<file path="src/rtl/rr_arbiter_8.sv">
// rtl/rr_arbiter_8.sv - eight-way round-robin arbiter with one-hot grant and hold-time limit
module rr_arbiter_8 #(
  parameter int HOLD_MAX = 15,
  parameter int CNT_W    = 4
) (
  input  logic       clk,
  input  logic       rst_n,
  input  logic [7:0] req,
  input  logic       done,
  output logic [7:0] gnt,
  output logic [2:0] gnt_idx,
  output logic       busy,
  output logic       timeout
);

  typedef enum logic {IDLE, GRANT} state_t;

  state_t           st;
  logic [2:0]       ptr;
  logic [2:0]       winner;
  logic [CNT_W-1:0] cnt;
  logic             owner_req;
  logic             at_limit;
  logic             grant_end;

  // Scan from the farthest offset down so the one closest to ptr wins last.
  always_comb begin
    winner = ptr;
    for (int i = 7; i >= 0; i--) begin
      if (req[ptr + 3'(i)]) winner = ptr + 3'(i);
    end
  end

  assign owner_req = req[gnt_idx];
  assign at_limit  = (cnt == CNT_W'(HOLD_MAX - 1));
  assign grant_end = done | ~owner_req | at_limit;

  assign busy = (st == GRANT);
  assign gnt  = busy ? (8'h01 << gnt_idx) : 8'h00;

  always_ff @(posedge clk or negedge rst_n) begin
    if (!rst_n) begin
      st      <= IDLE;
      ptr     <= 3'd0;
      gnt_idx <= 3'd0;
      cnt     <= '0;
      timeout <= 1'b0;
    end else begin
      case (st)
        IDLE: begin
          timeout <= 1'b0;
          if (|req) begin
            gnt_idx <= winner;
            cnt     <= '0;
            st      <= GRANT;
          end
        end
        GRANT: begin
          if (grant_end) begin
            st      <= IDLE;
            ptr     <= gnt_idx + 3'd1;
            // Only a pure limit expiry counts as a timeout.
            timeout <= at_limit & ~done & owner_req;
          end else begin
            cnt     <= cnt + CNT_W'(1);
            timeout <= 1'b0;
          end
        end
        default: st <= IDLE;
      endcase
    end
  end

endmodule

</file>
<file path="config.mk">
export PLATFORM = sky130hd
export DESIGN_NAME = rr_arbiter_8
export DESIGN_NICKNAME = d
export VERILOG_FILES = /design/src/rtl/rr_arbiter_8.sv
export SDC_FILE = /design/constraint.sdc
export NUM_CORES = 1
export LEC_CHECK = 0
export BUFFER_PORTS_ARGS = -buffer_cell sky130_fd_sc_hd__clkbuf_2
export CORE_MARGIN = 1.5
export CORE_UTILIZATION = 59
export CTS_CLUSTER_DIAMETER = 100
export CTS_CLUSTER_SIZE = 25
export DETAILED_ROUTE_END_ITERATION = 10
export GPL_TIMING_DRIVEN = 1
export PLACE_DENSITY = 0.93
export SETUP_SLACK_MARGIN = 0.3
export SLEW_MARGIN = 20
export SYNTH_ARGS = -nofsm -noshare
export SYNTH_HDL_FRONTEND = slang
export SYNTH_SLANG_ARGS = --single-unit
</file>
<file path="constraint.sdc">
create_clock -name clk -period 8.7 [get_ports clk]
set_input_delay 0 -clock clk [delete_from_list [all_inputs] [get_ports clk]]
set_output_delay 0 -clock clk [all_outputs]
set_load 0.02 [all_outputs]
</file>
==> flow_summary_export.csv, run 1 <==
group,metric,value,unit
die,rows,19,
power_and_ir_drop,vdd_drop_max,0.000396,V
sta,hold_viol,0,
final_layout,layout-drive-gt1-share,24.7,%
sta,final.setup.worst_slack,5.01,ns
logic_synthesis,yosysUniqueCellTypes,44,
logic_synthesis,async_flop_share,100,%
power_and_ir_drop,cellLeakagePower,0.818,nW
power_and_ir_drop,pwr-share-clk,5.8,%
route,dr.pass1.iters,6,
clocking,clockBufferDepth,2,
global_route,grt_overflow,0,
route,vias,1584,
power_and_ir_drop,seqPwrFrac,19.2,%
logic_synthesis,avgSynthCellArea,9.41,um^2
power_and_ir_drop,design_power_total,0.802,mW
logic_synthesis,synth_common_cells,"mux4_2, nor2_1, dfrtp_1",
clocking,clock-sinks,12,
sta,slew_viol_final,0,
sta,period_share,42.4,%
clocking,cts.root.buffer_cell,"clkbuf_4",
logic_synthesis,netlist_instances,180,
power_and_ir_drop,power.share.switching,50.9,%
logic_synthesis,ys_ff_latch,12,
critical_path,max_stage_delay,1.00,ns
die,initial_utilization,62.0,%
sta,setup_viol,0,
clocking,cts.reportedPaths.clkPinSlew,0.08,ns
route,finalWirelength,4.15,mm
outcome,status,"complete, no violations",
placed_design,place_congestion,0.945,
logic_synthesis,synth_nets,201,
critical_path,path_cells,"inv_1 > ha_1 > mux2_2 > mux4_2 > or3_1 > a31oi_1 > a31oi_1 > a221o_1",
clocking,htree_num_levels,1,
flow_run,max-cap-violations,0,
die,core_area,0.00273,mm^2
die,die_area,0.00320,mm^2
clocking,clk_latency,0.28,ns
critical_path,cp_num_buf_inv,1,
die,pin_count,24,
logic_synthesis,synth_warnings,0,
die,die_w,56.6,um
logic_synthesis,synthTopCellsByArea,"mux4_2, dfrtp_1, ha_1, mux2i_1, mux2_2",
power_and_ir_drop,cellPowerDensity,436,mW/mm^2
logic_synthesis,synth_enable_flop_cells,0,
clocking,post-cts-setup-buffers,0,
global_route,grt_usage,27.9,%
logic_synthesis,yosysSeqAreaShare,17.7,%
power_and_ir_drop,p_sw,0.408,mW
logic_synthesis,synth_area,0.00169,mm^2
sta,setup_tns,0,ns
clocking,ctsHoldBuffers,1,
route,wl_per_cell,18.1,um
global_route,grt_pass1_wl,6.96,mm
sta,fmax,271,MHz
final_layout,insertedDiodeCount,0,
final_layout,final.fill_count,227,
critical_path,critPathKind,"reg2reg",
critical_path,cp_top_family,"flip-flops",
critical_path,crit_slowest_cell,"dfrtp_1",
clocking,cts_tree,"built",
global_route,grt_max_degree,25,
critical_path,start_kind,"register",
route,drt_iter0_drc,83,
sta,worstMarginPinSlew,0.990,ns
sta,max_slew_margin,34.0,%
critical_path,arrival,3.87,ns
power_and_ir_drop,p_comb_share,75.0,%
clocking,cts_resized,0,
placed_design,dpl.hpwl,2.96,mm
route,ant_nets,0,
critical_path,crit_fanout,24,
critical_path,cp-end-kind,"register",
worst_hold_path,hp-class,"in2reg",
placed_design,io_buffer_count,23,
power_and_ir_drop,intPower,0.394,mW
sta,rsz0062_at_grt,"no",
final_layout,nets,220,
sta,fin_skew,0.00198,ns
logic_synthesis,synth_most_common_cell,"mux4_2",
placed_design,pre_cts_ws,5.02,ns
sta,fin_crit,3.69,ns
clocking,cts_made_buffers,3,
route,drcViolationCount,0,
logic_synthesis,synth_top_cell_area_share,19.9,%
critical_path,worstPathRequired,8.88,ns
die,die_h,56.6,um
critical_path,cpMostUsedCell,"a31oi_1",
logic_synthesis,synth_top_area_cell,"mux4_2",
logic_synthesis,synth_flop_cell,"dfrtp_1",
global_route,grt_antenna_before_repair,0,
route,viasPerCell,6.92,
final_layout,area_growth,8.57,%
global_route,grt_pass1_vias,1461,
## area by class of cell
class	instances	area (um^2)	area share, %
inverters	9	33.8	1.84
well taps	31	38.8	2.11
clock buffers	4	36.3	1.97
repair buffers	24	125	6.80
flip-flops and latches	12	300	16.3
multi-input cells	149	1310	71.0
## flip-flops by register name, indices dropped and copies added, names as in the netlist
name and flops:
busy 1, cnt 4, gnt_idx 3, ptr 3, timeout 1
## worst register-to-register path, stage by stage (launching register included)
cell and delay [ns]:
dfrtp_1 1.00, inv_1 0.17, ha_1 0.59, mux2_2 0.42, mux4_2 0.51, or3_1 0.32, a31oi_1 0.17, a31oi_1 0.10
a221o_1 0.32
## stage by stage
stage / utilization (%) / cells / hold slack (ns) / cell area [um^2]
global placement: 65.6 / 224 / -0.0977 / 1790
detailed placement: 65.6 / 224 / -0.0972 / 1790
finish: 67.3 / 229 / 0.0701 / 1840
global route: 67.3 / 229 / 0.0902 / 1840
floorplan: - / 180 / -0.296 / 1690
CTS: 67.3 / 229 / 0.0657 / 1840
## final timing paths
| path | startpoint | to | slack (ns) | cells past startpoint |
|---|---|---|---|---|
| min | done | timeout$_DFF_PN0_ | 0.07 | 3 |
| max | ptr[0]$_DFFE_PN0P_ | gnt_idx[1]$_DFFE_PN0P_ | 5.01 | 8 |
| min in group asynchronous | rst_n | busy$_DFF_PN0_ | 0.14 | 2 |
| max in group asynchronous | rst_n | cnt[0]$_DFFE_PN0P_ | 8.32 | 2 |
| max reg2reg | ptr[0]$_DFFE_PN0P_ | gnt_idx[1]$_DFFE_PN0P_ | 5.01 | 8 |
| min reg2reg | cnt[2]$_DFFE_PN0P_ | cnt[2]$_DFFE_PN0P_ | 0.56 | 2 |
## logic make-up after synthesis
kind of cell / Yosys count / synth area share (%)
and+or+nand+nor: 64 / 20.6
AOI/OAI and AO/OA: 36 / 14.3
muxes: 36 / 33.2
buffers and inverters: 19 / 5.24
DFF: 12 / 17.7
adders and majority gates: 10 / 7.39
xor gates and xnor gates: 3 / 1.55
## layout by cell type, fill, tap and decap left out, drive strengths merged, types with 2 or more instances in the layout
master / count
nand2b: 5
a31oi: 4
mux2: 12
clkbuf: 27
inv: 9
a211o: 2
a21o: 2
xnor2: 2
or2: 4
and2: 7
ha: 10
nor3: 4
nand4: 2
or3: 5
dfrtp: 12
a211oi: 2
nor2b: 4
nor4: 4
mux4: 15
nand3: 3
o21ai: 8
a21oi: 7
a21boi: 2
mux2i: 9
nor2: 13
a221o: 2
nand2: 6
o31ai: 2
and3: 5
## routing by layer
metal	vias up	GRT usage, %	share of wire [%]
li1	732	-	-
met1	746	38.1	40
met2	94	45.0	49
met3	12	4.38	9.0
met4	0	9.86	1.8
met5	-	0	0
## power groups by stage
stage	sequential, mW	combinational [mW]	clock, mW
2_1_floorplan	0.114	0.520	0
3_3_place_gp	0.151	0.576	0
3_5_place_dp	0.153	0.589	0
4_1_cts	0.153	0.593	0.0477
5_1_grt	0.165	0.653	0.0489
6_report	0.154	0.602	0.0466
Note: power is estimated with default switching activity, not from simulation.
==> inputs of run 2 (changes only) <==
- CORE_UTILIZATION: 59 -> 58
- PLACE_DENSITY: 0.93 -> 0.92
- clock period: 8.7 -> 3.5 ns (I/O delays scaled with it)
==> run 2 against run 1 <==
Against the previous run:
- final cell count grew 0.87%
- power rose to 2.5 times the previous value
- worst setup slack got worse by 4.4 ns
- sequential power increased by 91%
- non-clock buffer count is 2 higher
==> flow_summary_export.csv, run 2 (synthesis results as in run 1) <==
group,metric,value,unit
clocking,clockBufferDepth,2,
critical_path,reg2reg_setup_slack,0.56,ns
power_and_ir_drop,design_power_total,2.02,mW
final_layout,area_growth,9.45,%
placed_design,place_congestion,0.928,
final_layout,nets,222,
power_and_ir_drop,cellPowerDensity,1090,mW/mm^2
route,finalWirelength,4.06,mm
sta,period_share,84.0,%
placed_design,dpl.hpwl,3.03,mm
die,pin_count,24,
final_layout,final.fill_count,230,
clocking,clk_latency,0.27,ns
power_and_ir_drop,cellLeakagePower,0.827,nW
outcome,status,"complete, no violations",
flow_run,max-cap-violations,0,
critical_path,worstPathRequired,3.66,ns
final_layout,top_register,"cnt",
sta,worstMarginPinSlew,0.592,ns
global_route,grt_pass1_vias,1434,
critical_path,path_cells,"inv_1 > ha_1 > mux2_2 > mux4_2 > or3_1 > a31oi_1 > a31oi_1 > a221o_1",
power_and_ir_drop,pwr-share-clk,5.6,%
power_and_ir_drop,vdd_drop_max,0.000772,V
clocking,cts_made_buffers,3,
route,wl_per_cell,17.6,um
critical_path,critPathLaunch,"ptr[1]$_DFFE_PN0P_",
power_and_ir_drop,power.share.switching,50.8,%
clocking,cts_tree,"built",
sta,setup_tns,0,ns
route,vias,1532,
critical_path,arrival,3.10,ns
die,core_area,0.00276,mm^2
critical_path,crit_fanout,11,
die,rows,19,
global_route,grt_antenna_before_repair,0,
power_and_ir_drop,intPower,0.996,mW
sta,hold_viol,0,
final_layout,largest_reg_flops,4,
sta,slew_viol_final,0,
final_layout,reg_top3,"cnt: 4 flops, gnt_idx: 3 flops, ptr: 3 flops",
die,die_h,57.0,um
die,initial_utilization,61.4,%
power_and_ir_drop,p_sw,1.03,mW
critical_path,reg2reg_depth,8,
clocking,cts.reportedPaths.clkPinSlew,0.08,ns
sta,setup_viol,0,
placed_design,io_buffer_count,23,
critical_path,cp-endpoint,"gnt_idx[1]$_DFFE_PN0P_",
sta,fmax,340,MHz
sta,rsz0062_at_grt,"no",
critical_path,cp-end-kind,"register",
global_route,grt_overflow,0,
power_and_ir_drop,p_comb_share,79.9,%
route,ant_nets,0,
sta,fin_skew,0.00234,ns
critical_path,critPathKind,"reg2reg",
route,dr.pass1.iters,4,
global_route,grt_usage,26.1,%
critical_path,max_stage_delay,0.56,ns
sta,max_slew_margin,60.5,%
sta,fin_crit,2.94,ns
final_layout,layout-drive-gt1-share,25.5,%
final_layout,final_common_cell,"clkbuf_2",
final_layout,layout_common_cells,"clkbuf_2, mux4_2, nor2_1, dfrtp_1, ha_1",
clocking,clock-sinks,12,
critical_path,reg2reg_to,"gnt_idx[1]$_DFFE_PN0P_",
critical_path,cpMostUsedCell,"a31oi_1",
clocking,cts.root.buffer_cell,"clkbuf_4",
die,die_area,0.00325,mm^2
worst_hold_path,hp-class,"in2reg",
route,viasPerCell,6.63,
global_route,grt_pass1_wl,6.80,mm
power_and_ir_drop,seqPwrFrac,14.5,%
route,drt_iter0_drc,83,
die,die_w,57.0,um
critical_path,reg2reg_from,"ptr[1]$_DFFE_PN0P_",
critical_path,crit_slowest_cell,"ha_1",
global_route,grt_max_degree,24,
critical_path,start_kind,"register",
clocking,htree_num_levels,1,
final_layout,insertedDiodeCount,0,
route,drcViolationCount,0,
[run 2: cell count changes in the layout (fill, tap and decap cells not counted), sizes merged]
cell  delta
buf      +2
[run 2: how the worst min path moves through the flow]
stage | start | endpoint | cells past startpoint
2_1_floorplan | rst_n | busy$_DFF_PN0_ | 0
3_3_place_gp | rst_n | timeout$_DFF_PN0_ | 1
3_5_place_dp | rst_n | timeout$_DFF_PN0_ | 1
4_1_cts | done | timeout$_DFF_PN0_ | 3
5_1_grt | done | timeout$_DFF_PN0_ | 3
6_report | done | timeout$_DFF_PN0_ | 3
[run 2: stage by stage]
step / cell area, um^2 / util [%] / cells / setup slack (ns) / hold slack, ns
final: 1850 / 67.2 / 231 / 0.560 / 0.0661
after global routing: 1850 / 67.2 / 231 / 0.431 / 0.0863
after CTS: 1850 / 67.2 / 231 / 0.590 / 0.0588
after global placement: 1810 / 65.6 / 226 / 0.708 / -0.101
after detailed placement: 1810 / 65.6 / 226 / 0.593 / -0.0886
after floorplan: 1690 / - / 180 / 0.305 / -0.296
[run 2: power by group through the flow]
stage / clock network, mW / registers (mW) / logic, mW
finish: 0.113 / 0.294 / 1.62
global placement: 0 / 0.289 / 1.54
detailed placement: 0 / 0.295 / 1.59
floorplan: 0 / 0.282 / 1.29
global route: 0.123 / 0.306 / 1.76
CTS: 0.115 / 0.292 / 1.60
[run 2: timing repair]
item                       4_1_cts  5_1_grt
resized for setup                0        0
setup endpoints to repair        0        0
hold endpoints to repair        12        0
hold buffers                     1        0
buffers inserted                 0        0
[run 2: critical path, delay by kind of cell, from the launching register on]
| kind | cells | cell delay [ns] |
|---|---|---|
| flip-flops | 1 | 0.36 |
| multiplexers | 2 | 0.92 |
| AND/OR/NAND/NOR | 1 | 0.32 |
| AO/OA/AOI/OAI | 3 | 0.60 |
| buffers and inverters | 1 | 0.08 |
| adder cells (fa/ha/maj) | 1 | 0.56 |
[run 2: area by class of cell]
| type | count | area (um^2) | area share (%) |
|---|---|---|---|
| multi-input cells | 149 | 1310 | 70.4 |
| well taps | 31 | 38.8 | 2.09 |
| flip-flops and latches | 12 | 300 | 16.2 |
| clock buffers | 4 | 36.3 | 1.96 |
| inverters | 9 | 33.8 | 1.82 |
| repair buffers | 26 | 140 | 7.56 |
[run 2: layer usage]
layer | wire length, um | up-vias | global-route usage [%]
li1 | - | 725 | -
met1 | 1790 | 730 | 38.3
met2 | 2000 | 73 | 42.4
met3 | 254 | 4 | 3.85
met4 | 18 | 0 | 3.65
met5 | 0 | - | 0
